`config.mk`:
```
export PLATFORM = sky130hd
export DESIGN_NAME = nl_traffic_sink
export DESIGN_NICKNAME = d
export VERILOG_FILES = /design/src/rtl/nl_traffic_sink_pkg.sv /design/src/rtl/nl_traffic_sink_buffer.sv /design/src/rtl/nl_traffic_sink.sv
export SDC_FILE = /design/constraint.sdc
export NUM_CORES = 1
export LEC_CHECK = 0
export BUFFER_PORTS_ARGS = -buffer_cell sky130_fd_sc_hd__buf_2
export CORE_MARGIN = 10
export CORE_UTILIZATION = 57
export DETAILED_ROUTE_END_ITERATION = 7
export GPL_ROUTABILITY_DRIVEN = 0
export HOLD_SLACK_MARGIN = 0.1
export PLACE_DENSITY = 0.8
export SLEW_MARGIN = 20
export SYNTH_ARGS = -nofsm -noshare
export SYNTH_HDL_FRONTEND = slang
export SYNTH_SLANG_ARGS = --single-unit
```
`constraint.sdc`:
```
create_clock -name clk -period 4.9 [get_ports clk]
set_clock_uncertainty 0.05 [all_clocks]
set_input_delay 0.735 -clock clk [delete_from_list [all_inputs] [get_ports clk]]
set_output_delay 0.735 -clock clk [all_outputs]
set_load 0.1 [all_outputs]
```
`src/rtl/nl_traffic_sink_pkg.sv`:
```
// Shared types for the NoC traffic sink: flit layout, error codes and FSM states.
// Latency statistics are enabled in the top by defining NL_TRAFFIC_SINK_LATENCY_EN.
package nl_traffic_sink_pkg;

    localparam int NUM_SRC   = 16;
    localparam int SRC_W     = 4;
    localparam int SEQ_W     = 8;
    localparam int IDX_W     = 4;
    localparam int TS_W      = 16;
    localparam int PAYLOAD_W = 32;

    typedef struct packed {
        logic                 head;
        logic                 tail;
        logic [SRC_W-1:0]     src;
        logic [SEQ_W-1:0]     pkt_seq;
        logic [IDX_W-1:0]     flit_idx;
        logic [TS_W-1:0]      ts;
        logic [PAYLOAD_W-1:0] payload;
    } flit_t;

    typedef enum logic [2:0] {
        ERR_NONE,
        ERR_OVERFLOW,
        ERR_NO_HEAD,
        ERR_NO_TAIL,
        ERR_SRC,
        ERR_ORDER,
        ERR_SEQ
    } sink_err_t;

    typedef enum logic {
        ST_IDLE,
        ST_IN_PKT
    } sink_state_t;

endpackage

```
`src/rtl/nl_traffic_sink_buffer.sv`:
```
// Input FIFO of the traffic sink: one-hot ring read/write pointers plus an occupancy counter.
module nl_traffic_sink_buffer
    import nl_traffic_sink_pkg::*;
#(
    parameter int DEPTH = 4,
    parameter int OCC_W = $clog2(DEPTH + 1)
) (
    input  logic             clk,
    input  logic             rst_n,
    input  logic             push_i,
    input  logic             pop_i,
    input  flit_t            wdata_i,
    output flit_t            rdata_o,
    output logic             empty_o,
    output logic             full_o,
    output logic [OCC_W-1:0] occ_o
);

    flit_t            mem_q [DEPTH];
    logic [DEPTH-1:0] wr_ptr_q;
    logic [DEPTH-1:0] rd_ptr_q;
    logic [OCC_W-1:0] count_q;

    always_ff @(posedge clk) begin
        if (!rst_n) begin
            wr_ptr_q <= DEPTH'(1);
            rd_ptr_q <= DEPTH'(1);
            count_q  <= '0;
        end else begin
            if (push_i) wr_ptr_q <= {wr_ptr_q[DEPTH-2:0], wr_ptr_q[DEPTH-1]};
            if (pop_i)  rd_ptr_q <= {rd_ptr_q[DEPTH-2:0], rd_ptr_q[DEPTH-1]};
            case ({push_i, pop_i})
                2'b10:   count_q <= count_q + 1'b1;
                2'b01:   count_q <= count_q - 1'b1;
                default: count_q <= count_q;
            endcase
        end
    end

    // Storage is not reset; occupancy alone decides what is valid.
    always_ff @(posedge clk) begin
        for (int i = 0; i < DEPTH; i++) begin
            if (push_i && wr_ptr_q[i]) mem_q[i] <= wdata_i;
        end
    end

    always_comb begin
        rdata_o = '0;
        for (int i = 0; i < DEPTH; i++) begin
            if (rd_ptr_q[i]) rdata_o = mem_q[i];
        end
    end

    assign empty_o = (count_q == '0);
    assign full_o  = (count_q == OCC_W'(DEPTH));
    assign occ_o   = count_q;

endmodule

```
`src/rtl/nl_traffic_sink.sv`:
```
// NoC traffic sink: credit-controlled flit buffer, packet framing/order/sequence checker and stats.
// Define NL_TRAFFIC_SINK_LATENCY_EN to build the timestamp counter and the lat_sum/lat_max logic.
module nl_traffic_sink
    import nl_traffic_sink_pkg::*;
#(
    parameter int BUF_DEPTH = 4
) (
    input  logic             clk,
    input  logic             rst_n,
    input  logic             flit_valid,
    input  flit_t            flit_in,
    input  logic             sink_stall,
    output logic             credit_out,
    output logic             pkt_done,
    output logic [SRC_W-1:0] pkt_src,
    output logic [31:0]      flit_count,
    output logic [31:0]      pkt_count,
    output logic [15:0]      err_count,
    output logic             err_flag,
    output sink_err_t        err_code,
    output logic [47:0]      lat_sum,
    output logic [TS_W-1:0]  lat_max
);

    localparam int OCC_W = $clog2(BUF_DEPTH + 1);

    flit_t            rd_flit;
    logic             buf_empty, buf_full;
    logic [OCC_W-1:0] buf_occ;
    logic             pop, push, overflow;

    assign pop      = !buf_empty && !sink_stall;
    assign push     = flit_valid && (!buf_full || pop);
    assign overflow = flit_valid && !push;

    nl_traffic_sink_buffer #(.DEPTH(BUF_DEPTH)) u_buffer (
        .clk     (clk),
        .rst_n   (rst_n),
        .push_i  (push),
        .pop_i   (pop),
        .wdata_i (flit_in),
        .rdata_o (rd_flit),
        .empty_o (buf_empty),
        .full_o  (buf_full),
        .occ_o   (buf_occ)
    );

    sink_state_t      state_q, state_d;
    logic [SRC_W-1:0] cur_src_q, cur_src_d;
    logic [IDX_W-1:0] exp_idx_q, exp_idx_d;
    logic             pkt_err_q, pkt_err_d;
    logic [SEQ_W-1:0] exp_seq_q [NUM_SRC];
    sink_err_t        pop_err;
    logic             seq_wr, complete, complete_clean;
    logic             seq_bad, src_bad, idx_bad;

    always_comb begin
        state_d        = state_q;
        cur_src_d      = cur_src_q;
        exp_idx_d      = exp_idx_q;
        pkt_err_d      = pkt_err_q;
        pop_err        = ERR_NONE;
        seq_wr         = 1'b0;
        complete       = 1'b0;
        complete_clean = 1'b0;
        seq_bad        = (rd_flit.pkt_seq != exp_seq_q[rd_flit.src]);
        src_bad        = (rd_flit.src != cur_src_q);
        idx_bad        = (rd_flit.flit_idx != exp_idx_q);
        if (pop) begin
            if (rd_flit.head) begin
                // A head always starts a new packet, abandoning any open one.
                if (state_q == ST_IN_PKT) pop_err = ERR_NO_TAIL;
                else if (seq_bad)         pop_err = ERR_SEQ;
                seq_wr    = 1'b1;
                cur_src_d = rd_flit.src;
                exp_idx_d = IDX_W'(1);
                pkt_err_d = seq_bad;
                if (rd_flit.tail) begin
                    complete       = 1'b1;
                    complete_clean = !seq_bad;
                    state_d        = ST_IDLE;
                end else begin
                    state_d = ST_IN_PKT;
                end
            end else if (state_q == ST_IDLE) begin
                pop_err = ERR_NO_HEAD;
            end else begin
                if (src_bad)      pop_err = ERR_SRC;
                else if (idx_bad) pop_err = ERR_ORDER;
                exp_idx_d = exp_idx_q + 1'b1;
                pkt_err_d = pkt_err_q | src_bad | idx_bad;
                if (rd_flit.tail) begin
                    complete       = 1'b1;
                    complete_clean = !(pkt_err_q | src_bad | idx_bad);
                    state_d        = ST_IDLE;
                end
            end
        end
    end

    logic             pop_err_any;
    logic [16:0]      err_sum;
    sink_err_t        err_code_d;
    logic             credit_q, done_q, err_flag_q;
    logic [SRC_W-1:0] src_q;
    logic [31:0]      flit_count_q, pkt_count_q;
    logic [15:0]      err_count_q;
    sink_err_t        err_code_q;

    assign pop_err_any = (pop_err != ERR_NONE);
    assign err_sum     = {1'b0, err_count_q} + 17'(overflow) + 17'(pop_err_any);
    assign err_code_d  = overflow ? ERR_OVERFLOW : (pop_err_any ? pop_err : err_code_q);

    always_ff @(posedge clk) begin
        if (!rst_n) begin
            state_q      <= ST_IDLE;
            cur_src_q    <= '0;
            exp_idx_q    <= '0;
            pkt_err_q    <= 1'b0;
            for (int i = 0; i < NUM_SRC; i++) exp_seq_q[i] <= '0;
            credit_q     <= 1'b0;
            done_q       <= 1'b0;
            src_q        <= '0;
            flit_count_q <= '0;
            pkt_count_q  <= '0;
            err_count_q  <= '0;
            err_flag_q   <= 1'b0;
            err_code_q   <= ERR_NONE;
        end else begin
            state_q    <= state_d;
            cur_src_q  <= cur_src_d;
            exp_idx_q  <= exp_idx_d;
            pkt_err_q  <= pkt_err_d;
            if (seq_wr) exp_seq_q[rd_flit.src] <= rd_flit.pkt_seq + SEQ_W'(1);
            credit_q   <= pop;
            done_q     <= complete;
            if (complete) src_q <= cur_src_d;
            if (pop && flit_count_q != '1)     flit_count_q <= flit_count_q + 1'b1;
            if (complete && pkt_count_q != '1) pkt_count_q  <= pkt_count_q + 1'b1;
            err_count_q <= err_sum[16] ? 16'hFFFF : err_sum[15:0];
            if (overflow || pop_err_any) err_flag_q <= 1'b1;
            err_code_q <= err_code_d;
        end
    end

`ifdef NL_TRAFFIC_SINK_LATENCY_EN
    logic [TS_W-1:0] ts_now_q, head_ts_q, lat_max_q, lat;
    logic [47:0]     lat_sum_q;
    logic [48:0]     lat_acc;

    // A single-flit packet takes its head timestamp straight from the popped flit.
    assign lat     = ts_now_q - (rd_flit.head ? rd_flit.ts : head_ts_q);
    assign lat_acc = {1'b0, lat_sum_q} + 49'(lat);

    always_ff @(posedge clk) begin
        if (!rst_n) begin
            ts_now_q  <= '0;
            head_ts_q <= '0;
            lat_sum_q <= '0;
            lat_max_q <= '0;
        end else begin
            ts_now_q <= ts_now_q + 1'b1;
            if (pop && rd_flit.head) head_ts_q <= rd_flit.ts;
            if (complete_clean) begin
                lat_sum_q <= lat_acc[48] ? '1 : lat_acc[47:0];
                if (lat > lat_max_q) lat_max_q <= lat;
            end
        end
    end

    assign lat_sum = lat_sum_q;
    assign lat_max = lat_max_q;
`else
    assign lat_sum = '0;
    assign lat_max = '0;
`endif

    logic unused_bits;
    assign unused_bits = ^{rd_flit.payload, rd_flit.ts, buf_occ, complete_clean};

    assign credit_out = credit_q;
    assign pkt_done   = done_q;
    assign pkt_src    = src_q;
    assign flit_count = flit_count_q;
    assign pkt_count  = pkt_count_q;
    assign err_count  = err_count_q;
    assign err_flag   = err_flag_q;
    assign err_code   = err_code_q;

endmodule
```
Yosys cells after proc, flatten, opt, wreduce, memory -nomap -nowiden
Memories as Yosys holds them, arrays and structs flattened.
Cells that the tools add are included.

cells by class
  add/subtract/negate cells = 8
  $mul = 0
  div/mod/pow operators = 0
  magnitude comparators = 0
  equal/unequal tests = 8
  shifts and indexed selects = 0
  mux-type cells = 43
  bitwise gates (word level) = 1
  reduce and logical (&&, ||, !) cells = 23

operator list
  operator               count
  $mux 66                4
  $add 32x1->32 const B  2
  $ne 32x32->1 const B   2
  $mux 1                 24
  $mux 3                 7
  $mux 4                 5
  $add 16x1->17          1
  $add 17x1->17          1
  $mux 16                1
  $logic_and 1x1->1      9
  $add 8x1->8 const B    1
  $mux 8                 1
  $ne 4x4->1             2
  $ne 8x8->1             1
  $reduce_or 8->1        1
  $pmux 3 s2             1
  $reduce_bool 2->1      3
  $add 4x1->4 const B    1
  $logic_not 1->1        4
  $add 3x1->3 const B    1
  $eq 3x3->1 const B     1
  $logic_not 3->1        1
  $reduce_bool 3->1      1
  $sub 3x1->3 const B    1
  other kinds (6)        7

word-level totals
  register bits after elaboration = 110
  bits in latches = 0
  RAM bits = 392
  ROM bits = 0
  input bits = 70
  output and inout bits = 154
  logic and storage cells = 100
  memories kept = 2

memory list
  memory          depth  width  rd ports  clocked after Yosys merged registers in  wr ports  line                          RTL
  u_buffer.mem_q  4      66     4         0                                        4         nl_traffic_sink_buffer.sv:19  flit_t mem_q [DEPTH];
  exp_seq_q       16     8      1         0                                        16        nl_traffic_sink.sv:52         logic [SEQ_W-1:0] exp_seq_q [NUM_SRC];

Depth between registers and ports, before layout
An unclocked memory read counts as a cell.

  depth after elaboration = 14
  depth in mapped cells = 20
  gate-level depth less buffers = 16

Modules after synthesis
From an unflattened synthesis, not the netlist that was laid out.

unflattened totals
  cell total of the unflattened synthesis = 1,675
  area total of the unflattened synthesis = 21,797.2 µm²

modules (own cells, without submodules)
  module                  times used  cells each  area each (µm²)  sequential area each (µm²)
  nl_traffic_sink         1           1,052       10,960.5         5,825.6
  nl_traffic_sink_buffer  1           623         10,836.6         8,147.8

Worst setup path before layout
Ideal clock, no wire load.

  path type = register to register
  from = register u_buffer.rd_ptr_q[2]
  to = register err_count_q[10] (netlist: err_count[10])
  library setup time = 133 ps
  arrival time = 3,895 ps
  required time = 4,717 ps
  path slack = 822 ps
  cell stages (with the launch flop) = 18
  path buffers = 3
  period minus slack after synthesis = 4,078 ps
  path through = dfxtp_1 -> buf_4 -> a211o_1 -> o211a_1 -> buf_2 -> mux2i_1 -> a2111oi_0 -> nor4_2 -> xnor2_1 -> o2111ai_1 -> nor3_2 -> nor2_1 -> fa_1 -> ha_1 -> nand4_1 -> or3_1 -> clkbuf_1 -> a21oi_1

between the ends
  cells in the longest elaborated chain, start to end = 11
  elaborated cells between the ends (all ways) = 16
  those cells by class = add/sub: 1; eq/ne: 3; mux: 10; reduce/logical: 1; memory: 1

ends and longest elaborated chain
  element                                            line                                          RTL
  start: declaration                                 nl_traffic_sink_buffer.sv:21                  logic [DEPTH-1:0] rd_ptr_q;
  start signal: assignment                           nl_traffic_sink_buffer.sv:31                  if (pop_i) rd_ptr_q <= {rd_ptr_q[DEPTH-2:0], rd_ptr_q[DEPTH-1]};
  $mux 66 (*) (2 in series)                          nl_traffic_sink_buffer.sv:50                  if (rd_ptr_q[i]) rdata_o = mem_q[i];
  $mem_v2 16x8 / $ne 4x4->1 (equally long branches)  -
  $ne 8x8->1 / $mux 3 (equally long branches)        nl_traffic_sink.sv:66, nl_traffic_sink.sv:89
  $mux 3, on equally long branches                   nl_traffic_sink.sv:73, nl_traffic_sink.sv:88
  $mux 3, on equally long branches                   nl_traffic_sink.sv:72, nl_traffic_sink.sv:85
  $mux 3 (*)                                         nl_traffic_sink.sv:70                         if (rd_flit.head) begin
  $mux 3 (*)                                         nl_traffic_sink.sv:69                         if (pop) begin
  $reduce_bool 3->1 (*)                              nl_traffic_sink.sv:110                        assign pop_err_any = (pop_err != ERR_NONE);
  $add 17x1->17 (*)                                  nl_traffic_sink.sv:111                        assign err_sum = {1'b0, err_count_q} + 17'(overflow) + 17'(pop_err_any);
  $mux 16 (*)                                        nl_traffic_sink.sv:140                        err_count_q <= err_sum[16] ? 16'hFFFF : err_sum[15:0];
  end signal: assignment                             nl_traffic_sink.sv:140
  end: declaration                                   nl_traffic_sink.sv:107                        logic [15:0] err_count_q;

Mark *: on every way between the ends. The rest lies on a longest branch, timed or not.
A chain may end at the register's enable or synchronous reset.

Worst setup path in the final report
  from = register u_buffer.rd_ptr_q[2]
  to = register err_count_q[0] (netlist: err_count[0])

The elaborated chain is that of the path after synthesis.

==> metrics.csv <==
stage,metric,value,unit
global_route,initial antenna violation count,2,
routing,wl on met1,13600,um
synth,post-synthesis cell area,0.0142,mm2
routing,highest metal used,met4,
cts,Num CTS Buffers,31,
synth,Synth Instances,1328,
cells_and_area,share of layout cells above drive strength 1,15.2,%
cells_and_area,most frequent cells in the layout,"nor2_1, edfxtp_1, nand2_1, buf_2, dfxtp_1",
die,die area,0.0317,mm2
cts,CTS tree,done,
cts,hold_buf cts,0,
critical_path,WP data required,5.26,ns
timing,minimum hold slack,0.321,ns
routing,drt total wl,35300,um
die,row count,57,
routing,met3 wire length,3960,um
power_and_ir_drop,"IR drop worst, VDD",0.364,mV
synth,top post-synthesis cells by area,"edfxtp_1, dfxtp_1, nor2_1",
critical_path,Setup CP Type,reg2reg,
timing,Final Setup Violations,0,
synth,register area share after synthesis,57.7,%
die,Ports,224,
routing,DRC viols,0,
die,die width,178,um
timing,total negative slack,0,ns
cells_and_area,final core occ,65.3,%
power_and_ir_drop,Leakage Power,6.24,nW
power_and_ir_drop,pwr dens,513,mW/mm2
critical_path,"slowest stage delay, CP",0.51,ns
synth,"Primary FF master, synth",edfxtp_1,
cells_and_area,"most common cell after layout, fill and taps aside",nor2_1,
critical_path,Critical-path top delay cell,a2111o_1,
cts,H-tree Lvls,1,
timing,RSZ-0062 raised after global routing,false,
routing,initial drt markers,1094,
placed_design,Placed Area,0.0149,mm2
routing,total number of vias,10600,
synth,share of the synthesized area in the top cell type,42.2,%
cells_and_area,Final Instance Area,0.0160,mm2
timing,crit path time final,4.63,ns
cells_and_area,Final #Nets,1526,
status,status,finished clean,
critical_path,worst-path maximum fanout,38,
die,Initial Util,58.1,%
timing,fmax,216,MHz
global_route,largest net degree at the start of global routing,63,
synth,leading area contributor after synthesis,edfxtp_1,
placed_design,HPWL Detailed,24200,um
global_route,grt ovf,0,
synth,Synth async-reset ratio,0,%
global_route,number of global-route vias before repair,10300,
routing,WL met2,16700,um
critical_path,critical-path cell list,or3b_1 -> buf_4 -> o211ai_2 -> buf_12 -> nand2_1 -> a22oi_1 -> o2bb2ai_1 -> or4_1 -> a2111o_1 -> nor3_2 -> nor2_1 -> fa_1 -> ha_1 -> nand4_1 -> or3_4 -> a21oi_1,
synth,syn avg cell area,10.7,um2
timing,"Slew Viols, Final",0,
die,core area,0.0245,mm2
timing,Worst Tran Pin Value,1.07,ns
global_route,global-route usage over all layers,21.7,%
timing,Final Hold Fails,0,
routing,Final ANT Viol Nets,0,
cells_and_area,area grow syn2layout,12.4,%
routing,vias per inst,5.89,
synth,Ys Warns,0,
critical_path,Crit path arrival time,4.99,ns
synth,Synth cell types,74,
cts,clk buf depth,3,
cts,Worst-Skew Late Latency,0.58,ns
cts,CTS sink cnt,310,
cts,setup repair bufs after CTS,0,
cts,"CTS clk-pin slew, worst paths",0.06,ns
min_path,worst min-delay path class,in2reg,
global_route,first-pass GRT wire length,55000,um
cts,Root Driver,clkbuf_16,
synth,Post-synth EDFFs,200,
timing,worst rel slew slack,28.9,%
routing,drt wl/cell,19.6,um
cells_and_area,Fillers,1875,
placed_design,PortBufs,111,
critical_path,CP Capture Type,register,
routing,drt first pass iters,6,
synth,Synth Register Bits,310,
die,die extent in y,178,um
flow_run,Max-Cap Viols,0,
timing,fin crit share,94.5,%
critical_path,crit path launch type,register,
==> worst paths after layout <==
path                                            from                    end  slack (ns)  cells past startpoint
worst max register to register  u_buffer.rd_ptr_q[2]           err_count[0]        0.27                     16
worst max-delay path            u_buffer.rd_ptr_q[2]           err_count[0]        0.27                     16
worst min register to register  u_buffer.wr_ptr_q[0]   u_buffer.wr_ptr_q[0]        0.40                      1
worst min-delay path                     flit_in[50]  u_buffer.mem_q[0][50]        0.32                      1
==> what timing repair did <==
action / in CTS / in global routing
gates resized for setup: 0 / 8
endpoints found under the hold margin: 0 / 0
setup endpoints to repair: 0 / 16
==> flip-flops by register name (all words and copies together), names as in the netlist, 4 cells and up <==
| signal | count |
|---|---|
| exp_seq_q | 128 |
| u_buffer.mem_q | 72 |
| flit_count | 32 |
| pkt_count | 32 |
| err_count | 16 |
| cur_src_q | 4 |
| exp_idx_q | 4 |
| pkt_src | 4 |
| u_buffer.rd_ptr_q | 4 |
| u_buffer.wr_ptr_q | 4 |
==> per-layer routing <==
metal,vias to the layer above,track usage (%)
li1,4870,-
met4,0,7.19
met3,81,6.14
met5,-,0
met1,5107,26.5
met2,539,36.2
==> cell usage after synthesis, types with 10 or more instances <==
library cell and instances:
nor2_1 220, edfxtp_1 200, nand2_1 122, dfxtp_1 110
buf_4 67, xor2_1 62, a21oi_1 50, nand3_1 47
and3_1 44, a221oi_1 41, clkbuf_1 35, xnor2_1 28
o21ai_0 27, mux2i_1 25, nand4_1 25, inv_1 22
buf_2 20, and2_1 16, nor3_1 15, nor2b_1 14
a211oi_1 11, or3_1 10
==> through the flow <==
stage / std cells / setup WS (ns) / total power [W]
6_report: 1799 / 0.268 / 0.00820
5_1_grt: 1797 / 0.0134 / 0.00853
3_5_place_dp: 1739 / 0.0928 / 0.00585
2_1_floorplan: 1391 / 0.822 / 0.00505
4_1_cts: 1797 / 0.0598 / 0.00817
3_3_place_gp: 1739 / 0.150 / 0.00579
==> cells by family after synthesis <==
| kind of cell | synth area share (%) |
|---|---|
| other | 0.0264 |
| AO/OA/AOI/OAI | 9.68 |
| adder cells (fa/ha/maj) | 0.810 |
| buffers and inverters | 6.14 |
| AND/OR/NAND/NOR | 18.3 |
| XOR/XNOR | 5.54 |
| multiplexers | 1.76 |
| flip-flops | 57.7 |
==> where the power goes <==
group          switching (W)  internal, W  leakage [nW]
Clock                0.00100      0.00133         0.490
Combinational        0.00204     0.000829          2.88
Sequential         0.0000831      0.00292          2.87
==> layout make-up <==
type                       count  area, um2  area share, %
antenna                        2       5.00         0.0313
clock inverter                14        141          0.885
clock buffer                  44        857           5.36
timing repair buffer         152        876           5.48
multi-input combinational    930       5400           33.8
sequential                   310       8210           51.4
tap                          324        405           2.54
inverter                      23       86.3          0.540
==> critical path: cells and delay by family (launching register included) <==
family | cells | cell delay [ns]
adders and majority gates | 2 | 0.72
buffers and inverters | 2 | 0.47
and+or+nand+nor | 7 | 1.62
AOI/OAI and AO/OA | 5 | 1.19
DFF | 1 | 0.42
No activity file was read; power rests on OpenSTA's default activity.
